<file path="src/rtl/vote_session_ctrl.sv">
// Single-ballot voting controller: arm, debounce one candidate button, strobe one vote, results display.
// Optional ballot expiry timer is compiled in when VOTE_TIMEOUT_EN is defined.
module vote_session_ctrl #(
    parameter int unsigned HOLD_CYCLES    = 4,
    parameter int unsigned TIMEOUT_CYCLES = 1000
) (
    input  logic       clock,
    input  logic       reset,
    input  logic       mode,
    input  logic       arm,
    input  logic       button1,
    input  logic       button2,
    input  logic       button3,
    input  logic       button4,
    output logic       vote_valid,
    output logic [1:0] vote_sel,
    output logic       ballot_armed,
    output logic       multi_press,
    output logic       timeout,
    output logic       disp_en,
    output logic [1:0] disp_sel
);

    typedef enum logic [2:0] {
        S_IDLE,
        S_ARMED,
        S_DEBOUNCE,
        S_COMMIT,
        S_RELEASE_WAIT,
        S_RESULTS
    } state_t;

    state_t     state_q, state_d;
    logic [7:0] hold_cnt_q, hold_cnt_d;
    logic [1:0] idx_q, idx_d;
    logic [1:0] vote_sel_q, vote_sel_d;
    logic [1:0] disp_sel_q, disp_sel_d;
    logic       multi_q, multi_d;
    logic       timeout_q, timeout_d;
    logic       vote_valid_q, armed_q, disp_en_q;

    logic [3:0] btn;
    logic       single;
    logic       multi;
    logic [1:0] btn_idx;
    logic       expire;

    assign btn = {button4, button3, button2, button1};

    always_comb begin
        single  = 1'b1;
        btn_idx = 2'd0;
        case (btn)
            4'b0001: btn_idx = 2'd0;
            4'b0010: btn_idx = 2'd1;
            4'b0100: btn_idx = 2'd2;
            4'b1000: btn_idx = 2'd3;
            default: single = 1'b0;
        endcase
    end

    assign multi = (btn != 4'b0000) && !single;

`ifdef VOTE_TIMEOUT_EN
    logic [15:0] timer_q, timer_d;

    // Holding the timer at zero while idle gives a cleared count on every arm.
    always_comb begin
        timer_d = timer_q;
        expire  = 1'b0;
        if (state_q == S_IDLE) begin
            timer_d = '0;
        end else if (state_q == S_ARMED || state_q == S_DEBOUNCE) begin
            timer_d = timer_q + 16'd1;
            expire  = (timer_d == 16'(TIMEOUT_CYCLES));
        end
    end

    always_ff @(posedge clock or posedge reset) begin
        if (reset) begin
            timer_q <= '0;
        end else begin
            timer_q <= timer_d;
        end
    end
`else
    assign expire = 1'b0;
`endif

    always_comb begin
        state_d    = state_q;
        hold_cnt_d = hold_cnt_q;
        idx_d      = idx_q;
        vote_sel_d = vote_sel_q;
        disp_sel_d = disp_sel_q;
        multi_d    = 1'b0;
        timeout_d  = 1'b0;
        case (state_q)
            S_IDLE: begin
                if (mode) begin
                    state_d = S_RESULTS;
                end else if (arm) begin
                    state_d    = S_ARMED;
                    hold_cnt_d = '0;
                end
            end
            S_ARMED, S_DEBOUNCE: begin
                multi_d = multi;
                if (mode) begin
                    state_d    = S_RESULTS;
                    hold_cnt_d = '0;
                end else begin
                    if (!single) begin
                        state_d    = S_ARMED;
                        hold_cnt_d = '0;
                    end else if (state_q == S_ARMED) begin
                        state_d    = S_DEBOUNCE;
                        hold_cnt_d = 8'd1;
                        idx_d      = btn_idx;
                    end else if (btn_idx == idx_q) begin
                        if (hold_cnt_q == 8'(HOLD_CYCLES - 1)) begin
                            state_d    = S_COMMIT;
                            hold_cnt_d = '0;
                            vote_sel_d = idx_q;
                        end else begin
                            hold_cnt_d = hold_cnt_q + 8'd1;
                        end
                    end else begin
                        state_d    = S_ARMED;
                        hold_cnt_d = '0;
                    end
                    // A vote completing on the expiry edge still counts.
                    if (expire && state_d != S_COMMIT) begin
                        state_d    = S_IDLE;
                        hold_cnt_d = '0;
                        timeout_d  = 1'b1;
                    end
                end
            end
            S_COMMIT: begin
                state_d = mode ? S_RESULTS : S_RELEASE_WAIT;
            end
            S_RELEASE_WAIT: begin
                if (mode) begin
                    state_d = S_RESULTS;
                end else if (btn == 4'b0000) begin
                    state_d = S_IDLE;
                end
            end
            S_RESULTS: begin
                if (single) begin
                    disp_sel_d = btn_idx;
                end
                if (!mode) begin
                    state_d = S_IDLE;
                end
            end
            default: state_d = S_IDLE;
        endcase
    end

    always_ff @(posedge clock or posedge reset) begin
        if (reset) begin
            state_q      <= S_IDLE;
            hold_cnt_q   <= '0;
            idx_q        <= '0;
            vote_sel_q   <= '0;
            disp_sel_q   <= '0;
            multi_q      <= 1'b0;
            timeout_q    <= 1'b0;
            vote_valid_q <= 1'b0;
            armed_q      <= 1'b0;
            disp_en_q    <= 1'b0;
        end else begin
            state_q      <= state_d;
            hold_cnt_q   <= hold_cnt_d;
            idx_q        <= idx_d;
            vote_sel_q   <= vote_sel_d;
            disp_sel_q   <= disp_sel_d;
            multi_q      <= multi_d;
            timeout_q    <= timeout_d;
            vote_valid_q <= (state_d == S_COMMIT);
            armed_q      <= (state_d == S_ARMED) || (state_d == S_DEBOUNCE);
            disp_en_q    <= (state_d == S_RESULTS);
        end
    end

    assign vote_valid   = vote_valid_q;
    assign vote_sel     = vote_sel_q;
    assign ballot_armed = armed_q;
    assign multi_press  = multi_q;
    assign timeout      = timeout_q;
    assign disp_en      = disp_en_q;
    assign disp_sel     = disp_sel_q;

endmodule

</file>
<file path="config.mk">
export PLATFORM = sky130hd
export DESIGN_NAME = vote_session_ctrl
export DESIGN_NICKNAME = d
export VERILOG_FILES = /design/src/rtl/vote_session_ctrl.sv
export SDC_FILE = /design/constraint.sdc
export NUM_CORES = 1
export LEC_CHECK = 0
export BUFFER_PORTS_ARGS = -buffer_cell sky130_fd_sc_hd__buf_2
export CORE_UTILIZATION = 25
export CTS_CLUSTER_SIZE = 25
export DETAILED_ROUTE_END_ITERATION = 10
export GPL_TIMING_DRIVEN = 0
export HOLD_SLACK_MARGIN = 0.15
export PLACE_DENSITY = 0.52
export SLEW_MARGIN = 10
export SYNTH_ARGS = -nofsm -noshare
export SYNTH_HDL_FRONTEND = slang
export SYNTH_SLANG_ARGS = --single-unit
export TNS_END_PERCENT = 20
</file>
<file path="constraint.sdc">
create_clock -name clock -period 2.6 [get_ports clock]
set_input_delay 0.39 -clock clock [delete_from_list [all_inputs] [get_ports clock]]
set_output_delay 0.39 -clock clock [all_outputs]
set_load 0.05 [all_outputs]
</file>
==> results of run 1 <==
## worst max-delay path by stage
stage	cells past startpoint	start	to
floorplan	6	button4	vote_sel[1]
global placement	7	button4	vote_sel[1]
detailed placement	7	button4	vote_sel[1]
CTS	7	button4	vote_sel[1]
global route	6	state_q[1]	vote_sel[1]
finish	7	button4	vote_sel[1]
## cells in the mapped netlist (2+ instances only)
master	instances	area [um^2]
dfrtp_1	21	525.5
nand2_1	11	41.29
inv_1	9	33.78
nor2_1	9	33.78
a31oi_1	8	50.05
a21oi_1	7	35.03
o21ai_0	6	30.03
and3_1	4	25.02
nand2b_1	4	25.02
buf_6	3	33.78
clkbuf_1	3	11.26
nand3_1	3	15.01
nand4_1	3	18.77
nor2b_1	3	18.77
nor3_1	3	15.01
nor4b_1	3	26.28
a211oi_1	2	15.01
and4b_1	2	20.02
buf_2	2	10.01
nand3b_2	2	22.52
nor3b_1	2	15.01
o21ai_1	2	10.01
o31ai_1	2	15.01
or3_1	2	12.51
xor2_1	2	17.52
## registers in the layout, summed over array words and instances, names as in the netlist
signal,count
vote_valid,1
hold_cnt_q,8
vote_sel,2
idx_q,2
state_q,3
disp_sel,2
disp_en,1
ballot_armed,1
multi_press,1
## per-layer routing
metal  global-route usage [%]  share of wire, %  routed length (um)  vias to the layer above
li1                         -                 -                   -                      575
met1                    16.83                52                1480                      525
met2                    16.17                42                1199                       21
met3                    1.323               3.5                  99                        5
met4                    4.321               1.9                  53                        0
met5                        0                 0                   0                        -
## report_power, final
group / internal [mW] / switching (mW) / leakage (nW) / total (mW)
logic: 0.0902 / 0.164 / 0.378 / 0.254
registers: 0.360 / 0.0264 / 0.279 / 0.386
clock network: 0.110 / 0.113 / 0.0228 / 0.222
## final cells by class
type	instances	area share (%)
Inverter	9	2.172
Tap cell	70	5.632
Clock buffer	4	2.896
Sequential cell	21	33.79
Buffer	9	4.023
Timing Repair Buffer	15	4.827
Multi-Input combinational cell	105	46.66
## metrics by stage
stage	utilization [%]	hold slack (ns)	power (mW)
4_1_cts	30.26	0.3137	0.8705
6_report	30.26	0.2740	0.8629
2_1_floorplan	-	0.3665	0.5888
3_3_place_gp	29.38	0.4772	0.6478
5_1_grt	30.26	0.3594	0.9129
3_5_place_dp	29.38	0.4911	0.6487
## logic make-up (layout without fill, tap and decap cells)
family / Yosys count / after routing / synth area share [%]
other: 1 / 1 / 0.2783
and+or+nand+nor: 58 / 58 / 26.28
adders and majority gates: 1 / 1 / 0.9284
buffers and inverters: 18 / 37 / 7.149
AOI/OAI and AO/OA: 40 / 40 / 22.47
muxes: 2 / 2 / 1.949
xor gates and xnor gates: 3 / 3 / 1.950
DFF: 21 / 21 / 39.00
## layout by cell type, fill, tap and decap left out, types with 4 or more instances in the layout
cell and n:
a21oi_1 7, a31oi_1 8, and3_1 4, buf_2 17, clkbuf_1 4, dfrtp_1 21, inv_1 9, nand2_1 11
nand2b_1 4, nor2_1 9, o21ai_0 6
==> flow_metrics.py, run 1 <==
metrics = {
    "outcome": {
        "status": "complete, no violations",
    },
    "detailed_routing": {
        "drt-vias-per-instance": 4.833,
        "dr.first_iter.drc_count": 60,
        "antenna_left": 0,
        "vias": 1126,
        "routed_wl_mm": 2.832,
        "wl_per_cell_um": 12.15,
        "first_pass_iters": 4,
        "drc_errors": 0,
    },
    "layout": {
        "drive_above_1_share_pct": 21.47,
        "areaGrowthSynthToFinish_pct": 15.41,
        "fin_nets": 173,
        "ff_latch_area_um2": 525.5,
        "antenna_cells": 0,
        "fillers": 580,
        "final_area_um2": 1555,
        "stdcell_count": 233,
        "multi_input_area_um2": 725.7,
    },
    "synth": {
        "synth_nets": 153,
        "ys.flop_type": "dfrtp_1",
        "synth_cell_type_count": 51,
        "synth_edf_count": 0,
        "yosysSeqAreaShare_pct": 39.00,
        "yosysWarnings": 0,
        "avgSynthCellArea_um2": 9.358,
        "syn_area_um2": 1348,
        "netlist_instances": 144,
        "async_reset_ff_share_pct": 100.0,
        "ys_ff_latch": 21,
    },
    "die": {
        "die_x_um": 75.42,
        "die_area_um2": 5687,
        "fp-row-count": 26,
        "start_util_pct": 26.22,
        "die_y_um": 75.42,
        "ios": 17,
        "coreArea_um2": 5140,
    },
    "place": {
        "port_buffers": 15,
        "gp_congestion": 0.7850,
        "place_ws_ns": 0.08472,
        "dpl.hpwl_mm": 2.106,
        "place_area_um2": 1510,
        "placed_cells": 229,
    },
    "clocking": {
        "clock-root-buffer": "clkbuf_8",
        "cts.htree.levels": 1,
        "cts_tree": "done",
        "clk_latency_ns": 0.27,
        "ctsResizeCount": 0,
        "clk_pin_slew_ns": 0.08,
        "post_cts_buffers": 0,
        "numCtsBuffers": 3,
        "cts_hold_buf": 0,
        "cts.sinks": 21,
        "cts_buffer_depth": 2,
    },
    "min_path": {
        "hp-class": "in2async",
    },
    "timing": {
        "rsz0062_at_grt": "no",
        "setup_tns_ns": 0,
        "setup_viol": 0,
        "drv_slew": 0,
        "setup_ws_ns": 0.2972,
        "fin_skew_ns": 0.004247,
        "max_slew_margin_pct": 44.48,
        "hold_viol_final": 0,
        "fin_crit_sh_pct": 88.57,
        "fmaxAchievable_mhz": 434.2,
        "worstMarginPinSlew_ns": 0.8257,
        "fin_crit_ns": 2.303,
    },
    "global_routing": {
        "grt_pass1_wl_mm": 4.864,
        "grtUsageTotal_pct": 11.17,
        "grt_max_degree": 22,
        "grt_antenna_before_repair": 0,
        "first_global_vias": 1020,
        "grt-ovfl-total": 0,
    },
    "setup_path": {
        "r2r_start": "state_q[1]",
        "ff2ff_setup_slack_ns": 0.42,
        "crit_path_end_kind": "flop",
        "crit_family": "compound AO/OA/AOI/OAI gates",
        "r2r-end": "vote_sel[1]",
        "critPathKind": "in2reg",
        "critPathSlowestCell": "nor4b_1",
        "r2r_cells": 6,
        "worstPathArrival_ns": 2.46,
        "path_buf_inv": 2,
        "crit_path_max_fanout": 10,
        "slowest_delay_ns": 0.47,
        "critPathRequiredTime_ns": 2.75,
        "crit_path_start_kind": "input port",
        "crit_path_cell_trace": "buf_2, buf_6, nor4b_1, a211oi_1, o311a_1, o311ai_4, mux2_4",
    },
    "job": {
        "cap_violations": 0,
    },
    "power": {
        "leakage_nw": 0.6794,
        "peakVddDrop_v": 0.0001717,
        "p_per_area_nw_per_um2": 554.8,
    },
}
Power figures use the tool's default switching activity.
==> run 2: changes to the inputs <==
--- a/config.mk
+++ b/config.mk
@@ -6,6 +6,7 @@
 export NUM_CORES = 1
 export LEC_CHECK = 0
 export BUFFER_PORTS_ARGS = -buffer_cell sky130_fd_sc_hd__buf_2
+export CORE_ASPECT_RATIO = 1.25
 export CORE_UTILIZATION = 25
 export CTS_CLUSTER_SIZE = 25
 export DETAILED_ROUTE_END_ITERATION = 10
==> run 2 against run 1 <==
Clock power barely moved. First-iteration DRC count decreased by 65%. Core utilization decreased by 0.055 points. Maximum frequency rose by 3.8%. Wire length up 4.2%. Global-route usage up 0.24 points.
==> flow_metrics.py, run 2 (synthesized netlist as in run 1, its figures left out) <==
metrics = {
    "job": {
        "cap_violations": 0,
    },
    "global_routing": {
        "grt_max_degree": 22,
        "use_met1_pct": 15.06,
        "grt-ovfl-total": 0,
        "first_global_vias": 1040,
        "busiest_layer": "met2",
        "globalRouteMet2Util_pct": 18.00,
        "grt_pass1_wl_mm": 4.905,
        "met3_usage_pct": 1.776,
        "grtUsageTotal_pct": 11.41,
        "grt_antenna_before_repair": 0,
    },
    "setup_path": {
        "worstPathArrival_ns": 2.37,
        "critPathKind": "in2reg",
        "crit_path_end_kind": "flop",
        "crit_path_max_fanout": 10,
        "ff2ff_setup_slack_ns": 0.40,
        "r2r_cells": 6,
        "critPathRequiredTime_ns": 2.75,
        "r2r_start": "state_q[1]",
        "crit_path_start_kind": "input port",
        "r2r-end": "vote_sel[1]",
    },
    "timing": {
        "setup_ws_ns": 0.3821,
        "fin_skew_ns": 0.001565,
        "hold_viol_final": 0,
        "setup_viol": 0,
        "fmaxAchievable_mhz": 450.9,
        "worstMarginPinSlew_ns": 0.8285,
        "fin_crit_ns": 2.218,
        "drv_slew": 0,
        "fin_crit_sh_pct": 85.31,
        "rsz0062_at_grt": "no",
        "max_slew_margin_pct": 44.71,
        "setup_tns_ns": 0,
    },
    "clocking": {
        "numCtsBuffers": 3,
        "clk_pin_slew_ns": 0.08,
        "cts_tree": "done",
        "cts_buffer_depth": 2,
        "clock-root-buffer": "clkbuf_8",
        "cts_hold_buf": 0,
        "clk_latency_ns": 0.26,
        "cts.htree.levels": 1,
        "cts.sinks": 21,
        "ctsResizeCount": 0,
        "post_cts_buffers": 0,
    },
    "power": {
        "peakVddDrop_v": 0.0001508,
        "p_per_area_nw_per_um2": 557.8,
        "leakage_nw": 0.6794,
    },
    "layout": {
        "final_area_um2": 1545,
        "areaGrowthSynthToFinish_pct": 14.67,
        "antenna_cells": 0,
        "mostFrequentLayoutCells": "dfrtp_1 (21), buf_2 (17), nand2_1 (11)",
        "fin_nets": 173,
        "final_common_cell": "dfrtp_1",
        "drive_above_1_share_pct": 21.47,
        "biggestRegsByFlops": "hold_cnt_q x8, state_q x3",
        "top_register": "hold_cnt_q",
        "largest_register_ffs": 8,
    },
    "detailed_routing": {
        "drt-vias-per-instance": 5.009,
        "vias": 1127,
        "wl_per_cell_um": 13.12,
        "dr.first_iter.drc_count": 21,
        "antenna_left": 0,
        "routed_wl_mm": 2.952,
        "drc_errors": 0,
        "first_pass_iters": 4,
    },
    "die": {
        "die_y_um": 84.09,
        "start_util_pct": 26.34,
        "fp-row-count": 29,
        "die_area_um2": 5690,
        "die_x_um": 67.67,
        "coreArea_um2": 5116,
        "ios": 17,
    },
    "place": {
        "gp_congestion": 0.7271,
        "dpl.hpwl_mm": 2.186,
        "place_area_um2": 1500,
        "place_ws_ns": 0.1146,
        "port_buffers": 15,
    },
    "outcome": {
        "status": "complete, no violations",
    },
    "min_path": {
        "hp-class": "in2async",
    },
}
==> run 2: cell counts in the layout (fill, tap and decap cells not counted) <==
Identical to the previous run, type by type.
==> run 2: worst max-delay path: stages <==
cell and delay (ns):
buf_2 0.11, buf_6 0.13, nor4b_1 0.44, a211oi_1 0.21, o311a_1 0.42, o311ai_4 0.35
mux2_4 0.33
==> run 2: layout make-up <==
| class | instances | area, um^2 |
|---|---|---|
| tap | 62 | 77.57 |
| multi-input combinational | 105 | 725.7 |
| inverter | 9 | 33.78 |
| fill | 538 | 3571 |
| sequential | 21 | 525.5 |
| clock buffer | 4 | 45.04 |
| buffer | 9 | 62.56 |
| timing repair buffer | 15 | 75.07 |
==> run 2: worst max path at each step <==
stage	start	endpoint	slack, ns
floorplan	button4	vote_sel[1]	0.43
global placement	button4	vote_sel[1]	0.07
detailed placement	button4	vote_sel[1]	0.11
CTS	state_q[1]	vote_sel[1]	0.38
global route	state_q[1]	vote_sel[1]	0.23
finish	button4	vote_sel[1]	0.38
==> run 2: power by group <==
| group | internal [mW] | total (mW) | switching (mW) |
|---|---|---|---|
| Clock | 0.109 | 0.219 | 0.110 |
| Combinational | 0.0901 | 0.255 | 0.165 |
| Sequential | 0.360 | 0.388 | 0.0275 |
| Total | 0.559 | 0.862 | 0.303 |
==> run 2: per-layer routing <==
layer | wire [um] | part of all wire [%]
met1 | 1415 | 48
met2 | 1387 | 47
met3 | 90 | 3.0
met4 | 58 | 2.0
met5 | 0 | 0
==> run 2: per-stage QoR <==
stage                     util, %  cells  hold slack, ns  power, mW
after floorplan                 -    144          0.3665     0.5888
after global placement      29.32    221          0.4982     0.6486
after detailed placement    29.32    221          0.4952     0.6501
after CTS                   30.20    225          0.3243     0.8687
after global routing        30.20    225          0.3636     0.9061
final                       30.20    225          0.2801     0.8620
